--- src/rtl/temp_pkg.sv ---
// Shared definitions for the temperature poll sequencer: FSM encoding,
// master idle code, default fever threshold and raw-to-kelvin scaling.
package temp_pkg;

  typedef enum logic [2:0] {
    S_IDLE    = 3'd0,
    S_ISSUE   = 3'd1,
    S_ACTIVE  = 3'd2,
    S_FINISH  = 3'd3,
    S_CAPTURE = 3'd4,
    S_RELEASE = 3'd5
  } state_t;

  localparam logic [7:0]  MASTER_IDLE    = 8'd0;
  localparam logic [15:0] FEVER_THR_DEF  = 16'd15533;
  localparam int          RAW_MK_PER_LSB = 20;

  function automatic int raw_to_mk(input logic [15:0] raw);
    return 32'(raw) * RAW_MK_PER_LSB;
  endfunction

endpackage

--- src/rtl/temp_avg_acc.sv ---
// Boxcar averager: sums 2^AVG_LOG2 good samples, emits the truncated mean
// one cycle after the last sample and compares it against the fever threshold.
module temp_avg_acc
  import temp_pkg::*;
#(
  parameter int          AVG_LOG2  = 2,
  parameter logic [15:0] FEVER_THR = FEVER_THR_DEF
) (
  input  logic        clk,
  input  logic        rst,
  input  logic        smp_valid,
  input  logic [15:0] smp_data,
  output logic [15:0] avg,
  output logic        avg_valid,
  output logic        fever
);

  localparam int AW = 16 + AVG_LOG2;
  localparam logic [AVG_LOG2:0] CNT_LAST = (AVG_LOG2 + 1)'((1 << AVG_LOG2) - 1);

  logic [AW-1:0]     acc_q, acc_d;
  logic [AVG_LOG2:0] cnt_q, cnt_d;
  logic [15:0]       avg_q, avg_d;
  logic              av_q, av_d;
  logic              fev_q, fev_d;
  logic [AW-1:0]     sum;

  always_ff @(posedge clk) begin
    if (rst) begin
      acc_q <= '0;
      cnt_q <= '0;
      avg_q <= '0;
      av_q  <= 1'b0;
      fev_q <= 1'b0;
    end else begin
      acc_q <= acc_d;
      cnt_q <= cnt_d;
      avg_q <= avg_d;
      av_q  <= av_d;
      fev_q <= fev_d;
    end
  end

  always_comb begin
    acc_d = acc_q;
    cnt_d = cnt_q;
    avg_d = avg_q;
    av_d  = 1'b0;
    fev_d = fev_q;
    sum   = acc_q + AW'(smp_data);
    if (smp_valid) begin
      if (cnt_q == CNT_LAST) begin
        avg_d = 16'(sum >> AVG_LOG2);
        av_d  = 1'b1;
        fev_d = (avg_d >= FEVER_THR);
        acc_d = '0;
        cnt_d = '0;
      end else begin
        acc_d = sum;
        cnt_d = cnt_q + 1'b1;
      end
    end
  end

  assign avg       = avg_q;
  assign avg_valid = av_q;
  assign fever     = fev_q;

endmodule

--- src/rtl/temp_poll_sched.sv ---
// Sequencer owning the I2C temperature master: periodic/one-shot reads,
// completion detect, timeout abort, error screening and averaging.
//
// state     | meaning
// S_IDLE    | waiting for trig, period expiry or pending request
// S_ISSUE   | arm timeout, raise i2c_en next cycle
// S_ACTIVE  | i2c_en held, waiting for master to leave idle
// S_FINISH  | i2c_en held, waiting for master to return to idle
// S_CAPTURE | i2c_en low, sample latched and screened
// S_RELEASE | i2c_en low for two cycles to re-arm the master
module temp_poll_sched
  import temp_pkg::*;
#(
  parameter logic [6:0]  SLAVE_ADDR  = 7'h5A,
  parameter logic [7:0]  TEMP_REG    = 8'h07,
  parameter int          PERIOD_CYC  = 1000000,
  parameter int          TIMEOUT_CYC = 4096,
  parameter int          AVG_LOG2    = 2,
  parameter logic [15:0] FEVER_THR   = FEVER_THR_DEF
) (
  input  logic        clk,
  input  logic        rst,
  input  logic        run,
  input  logic        trig,
  input  logic        err_clr,
  output logic        i2c_en,
  output logic        i2c_wr_rd,
  output logic [6:0]  i2c_slave_addr,
  output logic [7:0]  i2c_reg_addr,
  output logic [7:0]  i2c_data_wr,
  input  logic [15:0] i2c_data_rd,
  input  logic [7:0]  i2c_state,
  output logic [15:0] temp_raw,
  output logic        sample_valid,
  output logic [15:0] temp_avg,
  output logic        avg_valid,
  output logic        fever,
  output logic        busy,
  output logic        err_timeout,
  output logic        err_sensor
);

  localparam int PW = $clog2(PERIOD_CYC);
  localparam int TW = $clog2(TIMEOUT_CYC);
  localparam logic [PW-1:0] P_LOAD = PW'(PERIOD_CYC - 1);
  localparam logic [TW-1:0] T_LOAD = TW'(TIMEOUT_CYC - 1);

  state_t        state_q, state_d;
  logic [PW-1:0] per_q, per_d;
  logic [TW-1:0] tmo_q, tmo_d;
  logic          rel_q, rel_d;
  logic          pend_q, pend_d;
  logic          en_q, en_d;
  logic [15:0]   raw_q, raw_d;
  logic          sv_q, sv_d;
  logic          err_t_q, err_t_d;
  logic          err_s_q, err_s_d;

  logic per_exp, req_new, req_any, tmo_hit, waiting, timeout_evt, capture_evt;

  always_ff @(posedge clk) begin
    if (rst) begin
      state_q <= S_IDLE;
      per_q   <= P_LOAD;
      tmo_q   <= T_LOAD;
      rel_q   <= 1'b0;
      pend_q  <= 1'b0;
      en_q    <= 1'b0;
      raw_q   <= '0;
      sv_q    <= 1'b0;
      err_t_q <= 1'b0;
      err_s_q <= 1'b0;
    end else begin
      state_q <= state_d;
      per_q   <= per_d;
      tmo_q   <= tmo_d;
      rel_q   <= rel_d;
      pend_q  <= pend_d;
      en_q    <= en_d;
      raw_q   <= raw_d;
      sv_q    <= sv_d;
      err_t_q <= err_t_d;
      err_s_q <= err_s_d;
    end
  end

  // Timers are down-counters; a terminal count of zero marks expiry.
  assign per_exp = run && (per_q == '0);
  assign req_new = trig || per_exp;
  assign req_any = req_new || pend_q;
  assign tmo_hit = (tmo_q == '0);
  assign waiting = (state_q == S_ACTIVE) || (state_q == S_FINISH);

  always_comb begin
    state_d = state_q;
    per_d   = per_q;
    tmo_d   = tmo_q;
    rel_d   = 1'b0;
    pend_d  = pend_q;
    if (!run || per_q == '0) per_d = P_LOAD;
    else                     per_d = per_q - 1'b1;
    if (state_q == S_IDLE)      pend_d = 1'b0;
    else if (req_new)           pend_d = 1'b1;
    if (state_q == S_ISSUE)     tmo_d = T_LOAD;
    else if (waiting && !tmo_hit) tmo_d = tmo_q - 1'b1;
    unique case (state_q)
      S_IDLE:    if (req_any) state_d = S_ISSUE;
      S_ISSUE:   state_d = S_ACTIVE;
      S_ACTIVE: begin
        if (tmo_hit)                        state_d = S_RELEASE;
        else if (i2c_state != MASTER_IDLE)  state_d = S_FINISH;
      end
      S_FINISH: begin
        if (tmo_hit)                        state_d = S_RELEASE;
        else if (i2c_state == MASTER_IDLE)  state_d = S_CAPTURE;
      end
      S_CAPTURE: state_d = S_RELEASE;
      S_RELEASE: begin
        rel_d = ~rel_q;
        if (rel_q) state_d = S_IDLE;
      end
      default:   state_d = S_IDLE;
    endcase
  end

  // Data is taken on the completion edge so sample_valid lands in S_CAPTURE.
  assign timeout_evt = waiting && tmo_hit;
  assign capture_evt = (state_q == S_FINISH) && !tmo_hit && (i2c_state == MASTER_IDLE);

  always_comb begin
    en_d    = (state_d == S_ACTIVE) || (state_d == S_FINISH);
    raw_d   = raw_q;
    sv_d    = 1'b0;
    if (capture_evt && !i2c_data_rd[15]) begin
      raw_d = i2c_data_rd;
      sv_d  = 1'b1;
    end
    err_s_d = (capture_evt && i2c_data_rd[15]) || (err_s_q && !err_clr);
    err_t_d = timeout_evt || (err_t_q && !err_clr);
  end

  temp_avg_acc #(
    .AVG_LOG2  (AVG_LOG2),
    .FEVER_THR (FEVER_THR)
  ) u_avg (
    .clk       (clk),
    .rst       (rst),
    .smp_valid (sv_q),
    .smp_data  (raw_q),
    .avg       (temp_avg),
    .avg_valid (avg_valid),
    .fever     (fever)
  );

  assign i2c_en         = en_q;
  assign i2c_wr_rd      = 1'b1;
  assign i2c_slave_addr = SLAVE_ADDR;
  assign i2c_reg_addr   = TEMP_REG;
  assign i2c_data_wr    = 8'h00;
  assign temp_raw       = raw_q;
  assign sample_valid   = sv_q;
  assign busy           = (state_q != S_IDLE);
  assign err_timeout    = err_t_q;
  assign err_sensor     = err_s_q;

endmodule
--- config.mk ---
export PLATFORM = sky130hd
export DESIGN_NAME = temp_poll_sched
export DESIGN_NICKNAME = d
export VERILOG_FILES = /design/src/rtl/temp_pkg.sv /design/src/rtl/temp_avg_acc.sv /design/src/rtl/temp_poll_sched.sv
export SDC_FILE = /design/constraint.sdc
export NUM_CORES = 1
export LEC_CHECK = 0
export ABC_AREA = 1
export BUFFER_PORTS_ARGS = -buffer_cell sky130_fd_sc_hd__buf_2
export CELL_PAD_IN_SITES_DETAIL_PLACEMENT = 1
export CELL_PAD_IN_SITES_GLOBAL_PLACEMENT = 2
export CORE_ASPECT_RATIO = 1.1
export CORE_MARGIN = 4
export CORE_UTILIZATION = 28
export DETAILED_ROUTE_END_ITERATION = 16
export HOLD_SLACK_MARGIN = 0.08
export PLACE_DENSITY = 0.81
export SLEW_MARGIN = 40
export SYNTH_ARGS = -nofsm -noshare
export SYNTH_HDL_FRONTEND = slang
export SYNTH_SLANG_ARGS = --single-unit
--- constraint.sdc ---
create_clock -name clk -period 1.75 [get_ports clk]
set_input_delay 0.525 -clock clk [delete_from_list [all_inputs] [get_ports clk]]
set_output_delay 0.525 -clock clk [all_outputs]
set_load 0.1 [all_outputs]
==> results of run 1 <==
## through the flow
step / area, um2 / worst slack (ns) / power [uW] / util / TNS, ns
after detailed placement: 6630 / -0.186 / 2950 / 0.361 / -3.29
after CTS: 7220 / -0.133 / 5260 / 0.394 / -0.572
after floorplan: 5480 / -0.165 / 2830 / - / -0.429
after global routing: 8010 / -0.327 / 5470 / 0.436 / -3.00
after global placement: 6630 / -0.169 / 2940 / 0.361 / -2.06
final: 8010 / -0.240 / 5230 / 0.436 / -1.11
## logic make-up after synthesis
kind of cell,share of synthesized area
flip-flops,0.370
adder cells (fa/ha/maj),0.0520
AO/OA/AOI/OAI,0.146
XOR/XNOR,0.0185
other,0.00144
AND/OR/NAND/NOR,0.294
buffers and inverters,0.118
## sequential cells by signal, summed over array words and instances, names as in the netlist
signal / cells
sample_valid: 1
u_avg.avg_valid: 1
tmo_q: 12
u_avg.avg: 16
pend_q: 1
rel_q: 1
u_avg.cnt_q: 3
per_q: 20
u_avg.fever: 1
i2c_en: 1
u_avg.acc_q: 18
err_sensor: 1
err_timeout: 1
temp_raw: 16
state_q: 3
## worst max-delay path by stage
stage | from | endpoint | slack [ns] | cells after the start
floorplan | temp_raw[0] | u_avg.fever | -0.16 | 13
global route | temp_raw[6] | u_avg.fever | -0.33 | 14
finish | temp_raw[6] | u_avg.fever | -0.24 | 14
detailed placement | temp_raw[1] | u_avg.fever | -0.19 | 13
global placement | temp_raw[1] | u_avg.fever | -0.17 | 13
CTS | temp_raw[0] | u_avg.fever | -0.13 | 13
## critical path, stage by stage (launching register included)
cell and delay, ns:
dfxtp_4 0.36, ha_4 0.26, buf_6 0.13, nand2_4 0.06
nand2_4 0.07, a21oi_4 0.19, nand2_4 0.11, nand2_4 0.10
nand2_2 0.05, nand2_2 0.09, nand2_2 0.07, nor2_1 0.13
nand3_1 0.10, nand2_1 0.09, a21oi_2 0.05
## power groups by stage
stage	clock network, uW	logic (uW)	registers [uW]
6_report	2270	710	2250
5_1_grt	2450	764	2250
4_1_cts	2350	677	2240
3_5_place_dp	0	662	2290
3_3_place_gp	0	654	2290
2_1_floorplan	0	507	2320
## cell usage in the layout, fill, tap and decap left out, drive strengths merged
master	instances
nand3b	3
xor2	6
a21oi	45
xnor2	5
dfxtp	96
o31ai	2
clkbuf	13
conb	24
nand2	167
fa	1
or2	6
o2bb2ai	1
nand3	53
clkinv	5
a21o	2
nand4	5
o21ai	37
buf	168
nor4	2
o211ai	9
a211o	1
inv	94
a31oi	5
nor2	101
bufinv	2
nor3	11
ha	20
a211oi	16
a2bb2oi	1
o21bai	1
## layout make-up
cell class / instances / share of cell area
clock buffer: 10 / 0.0313
sequential: 96 / 0.249
inverter: 95 / 0.0445
tap: 243 / 0.0380
clock inverter: 6 / 0.0109
timing repair buffer: 171 / 0.169
multi-input combinational: 524 / 0.457
## routing by layer
metal  up-vias  track usage  part of all wire
met2        71        0.299              0.54
li1       2661            -                 -
met4         0       0.0588             0.025
met3        26       0.0322             0.026
met1      2575        0.181              0.41
met5         -            0                 0
## what timing repair did
action / in CTS / in global routing
cloned: 0 / 3
setup buffers: 3 / 13
pin swaps: 9 / 55
gates resized for setup: 70 / 177
setup endpoints to repair: 34 / 47
endpoints found under the hold margin: 0 / 0
==> run summary, run 1 <==
die area = 20800 um2
Avg Vias per Cell = 4.66
Post-CTS Hold Fix Bufs = 0
largest area contributor in the netlist = dfxtp_1
Synth top cells by count = nand2_1 (162), dfxtp_1 (96), nor2_1 (96), inv_1 (87), nand3_1 (50)
Logic pwr share = 0.136
IO buf count = 67
fin crit share = 1.14
RSZ-0062 raised after global routing = true
die height = 151 um
Starting Density = 0.283
vias in the first global route = 5546
die width = 138 um
Overflow after GRT = 0
Synth Register Bits = 96
Synth Cell Area = 5200 um2
Clock power frac = 0.435
multi-input logic area = 3650 um2
routed wire length = 18000 um
Yosys warning count = 0
# nets final = 947
Syn-to-layout area delta = 53.9%
gr usage total = 0.162
clock buffer count from CTS = 9
Placed Cells incl. Taps = 1119
worst endpoint required time = 2.00 ns
clock sink count = 96
WHS = 0.390 ns
clock slew seen by the registers of the worst setup and hold paths = 0.07 ns
Synth Area per Inst = 7.07 um2
Final Hold Viols = 0
global-route wire length before repair = 26400 um
max_cap viols = 0
Pre-antenna DRT Iters = 4
crit path max fanout = 4
Int Pwr = 3730 uW
Min-Delay Path Class = register to register
critical path arrival = 2.24 ns
top-count cell post-synth = nand2_1
CTS H-tree lvls = 3
Worst R2R End = u_avg.fever
worst reg-to-reg setup slack = -0.24 ns
CP Class = register to register
CTS tree = built
Pins Over Slew Limit = 0
failing checks = negative setup slack
pin count of the biggest net entering global routing = 50
fmax = 0.503 GHz
Post-Syn Instances = 735
I/O Pins = 92
Clock Latency Late Sink = 0.36 ns
layout filler cell count = 2249
Setup WS post-layout = -0.240 ns
top post-synthesis cells by area = dfxtp_1 (37%), nand2_1 (12%), nor2_1 (6.9%)
reg2reg path depth = 14
diode count = 0
startpoint types = register
DPL Wire Length = 12500 um
Hold EP = per_q[0]
Sw Pwr = 1500 uW
Synth Flop Type = dfxtp_1
antenna violations before repair = 0
reg2reg start = temp_raw[6]
overall via count from detail_route = 5333
GP Congestion = 0.813
clock buffer depth = 2
worst IR drop on VDD = 0.455 mV
post-synthesis sequential area ratio = 0.370
min Tclk post-route = 1.99 ns
Sw Share = 0.287
Detail Route Antenna Nets = 0
Post-synth ARST share = 0
run status = finished with violations
Reg power frac = 0.429
final cell count without fillers = 1145
Clock Skews = 0.00859 ns
Reg area = 2000 um2
DR iter-0 viols = 110
HP Start = per_q[0]
layout cell share with drive strength beyond 1 = 0.447
Cells on Worst Hold Path = 1
leak pwr = 0.00359 uW
final setup fails = 18
area of the core = 18300 um2
share of the synthesized area in the top cell type = 0.370
wire per inst = 15.7 um
nature of the critical path endpoint = register
# DRC = 0
post-synth cell types = 45
power density cells = 653 nW/um2
EDFF count, synth = 0
Rows = 52
clk root buf = clkbuf_16
No activity file was read; power rests on OpenSTA's default activity.
==> run 2, diff against run 1 <==
Settings changed: CELL_PAD_IN_SITES_DETAIL_PLACEMENT 1 to 0, CELL_PAD_IN_SITES_GLOBAL_PLACEMENT 2 to 1, CORE_UTILIZATION 28 to 36, PLACE_DENSITY 0.81 to unset, PLACE_DENSITY_LB_ADDON set to 0.1.
==> run summary, run 2 (synthesis gave the netlist of run 1 again) <==
Min-Delay Path Class = register to register
failing checks = negative setup slack
clock slew seen by the registers of the worst setup and hold paths = 0.07 ns (about the same)
Pre-antenna DRT Iters = 6 (+2)
WHS = 0.391 ns (+0.00126 ns)
Setup WS post-layout = -0.178 ns (+0.0616 ns)
Top Registers = per_q: 20 flops, u_avg.acc_q: 18 flops
power density cells = 644 nW/um2 (-1.5%)
Clock Latency Late Sink = 0.34 ns (-0.02 ns)
layout cell share with drive strength beyond 1 = 0.439 (-0.00736)
placed inst area = 6580 um2 (-0.70%)
RSZ-0062 raised after global routing = true
CP Class = register to register
global-route wire length before repair = 23600 um (-11%)
clk root buf = clkbuf_16
DR iter-0 viols = 165 (+50%)
clock sink count = 96 (unchanged)
final setup fails = 11 (-7)
diode count = 0 (unchanged)
pin count of the biggest net entering global routing = 50 (unchanged)
crit-path cells = ha_4 -> fa_2 -> buf_4 -> xnor2_2 -> nand3_1 -> nand2_2 -> nor2_2 -> nand4_1 -> nand3_2 -> nand2_1 -> a21oi_2
gr usage total = 0.181 (+0.0191)
CTS tree = built
worst reg-to-reg setup slack = -0.18 ns (+0.06 ns)
largest reg by FF count = per_q
Rows = 45 (-13%)
worst endpoint required time = 1.98 ns (-0.02 ns)
fmax = 0.519 GHz (+3.2%)
Final Hold Viols = 0 (unchanged)
startpoint types = register
Max stage delay on crit path = 0.43 ns (+0.07 ns)
Overflow after GRT = 0 (unchanged)
critical path arrival = 2.16 ns (-0.08 ns)
final cell count without fillers = 1096 (-4.3%)
Starting Density = 0.372 (+0.0890)
I/O Pins = 92 (unchanged)
antenna violations before repair = 0 (unchanged)
IO buf count = 67 (unchanged)
routed wire length = 14800 um (-18%)
DPL Wire Length = 11300 um (-9.4%)
commonest non-fill, non-tap cells in the layout = buf_4 (113), nand2_1 (108), inv_1 (84)
run status = finished with violations
Detail Route Antenna Nets = 0 (unchanged)
Worst path slowest cell = fa_2
wire per inst = 13.5 um (-14%)
die width = 123 um (-11%)
Syn-to-layout area delta = 47.9%
min Tclk post-route = 1.93 ns (-0.0616 ns)
die area = 16400 um2 (-21%)
clock buffer count from CTS = 9 (unchanged)
vias in the first global route = 5001 (-9.8%)
Avg Vias per Cell = 4.70 (+0.81%)
# nets final = 953 (+0.63%)
leak pwr = 0.00340 uW (-5.3%)
Post-CTS Hold Fix Bufs = 0 (unchanged)
Pins Over Slew Limit = 0 (unchanged)
crit path max fanout = 4 (unchanged)
Design Power = 4950 uW (-5.4%)
CTS H-tree lvls = 3 (unchanged)
GP Congestion = 0.889 (+9.4%)
post-route cell area = 7690 um2 (-3.9%)
fin crit share = 1.10 (-0.0352)
Post-Route Setup TNS = -0.847 ns (+0.260 ns)
worst IR drop on VDD = 0.377 mV (-17%)
Placed Cells incl. Taps = 1067 (-4.6%)
area of the core = 14000 um2 (-24%)
most common cell after layout, fill and taps aside = buf_4
die height = 134 um (-11%)
max_cap viols = 0 (unchanged)
clock buffer depth = 2 (unchanged)
# DRC = 0 (unchanged)
max reg flops = 20 (unchanged)
Clock Skews = 0.00648 ns (-0.00211 ns)
nature of the critical path endpoint = register
overall via count from detail_route = 5146 (-3.5%)
-- run 2: cell count changes in the layout (fill, tap and decap cells not counted), moves of 4 or more --
cell,change
nand3_4,-5
buf_6,-17
nor2_4,-6
buf_4,+24
nand2_1,+13
nand2_4,-10
nor2_2,+8
nand3_2,+4
-- run 2: report_power, final --
| part | internal (uW) | leakage (uW) | switching [uW] | total, uW |
|---|---|---|---|---|
| combinational | 185 | 0.00246 | 525 | 710 |
| clock | 1110 | 0.000141 | 881 | 2000 |
| sequential | 2200 | 0.000794 | 40.7 | 2240 |
| total | 3500 | 0.00340 | 1450 | 4950 |
-- run 2: path summary, 6_finish.rpt --
kind                     from          end  cells past startpoint
setup / recovery  temp_raw[0]  u_avg.fever                     11
hold / removal       per_q[0]     per_q[0]                      1
setup reg to reg  temp_raw[0]  u_avg.fever                     11
hold reg to reg      per_q[0]     per_q[0]                      1
-- run 2: repair_timing --
action,4_1_cts,5_1_grt
buffers inserted,3,10
pin swaps,6,69
gates cloned,0,1
endpoints found under the setup margin,37,53
gates resized for setup,35,162
-- run 2: critical path: cells and delay by family, from the launching register on --
kind                     cells  cell delay [ns]
AND/OR/NAND/NOR              6             0.52
XOR/XNOR                     1             0.14
buffers and inverters        1             0.16
adder cells (fa/ha/maj)      2             0.59
flip-flops                   1             0.35
AO/OA/AOI/OAI                1             0.05
-- run 2: through the flow --
step	setup slack (ns)	utilization
floorplan	-0.165	-
global placement	-0.240	0.471
CTS	-0.177	0.501
detailed placement	-0.214	0.471
global route	-0.288	0.551
finish	-0.178	0.551
-- run 2: routing by layer --
layer / vias up / GRT usage / share of wire
met5: - / 0 / 0
met4: 0 / 0.0566 / 0.014
met3: 16 / 0.0295 / 0.021
met2: 48 / 0.342 / 0.56
met1: 2413 / 0.204 / 0.41
li1: 2669 / - / -
-- run 2: cell type report --
| cell class | count | area (um2) |
|---|---|---|
| fillers | 1396 | 6270 |
| multi-input cells | 524 | 3500 |
| flip-flops and latches | 96 | 2000 |
| repair buffers | 177 | 1300 |
| inverters | 95 | 357 |
| well taps | 188 | 235 |
| clock buffers | 10 | 229 |
| clock inverters | 6 | 67.6 |
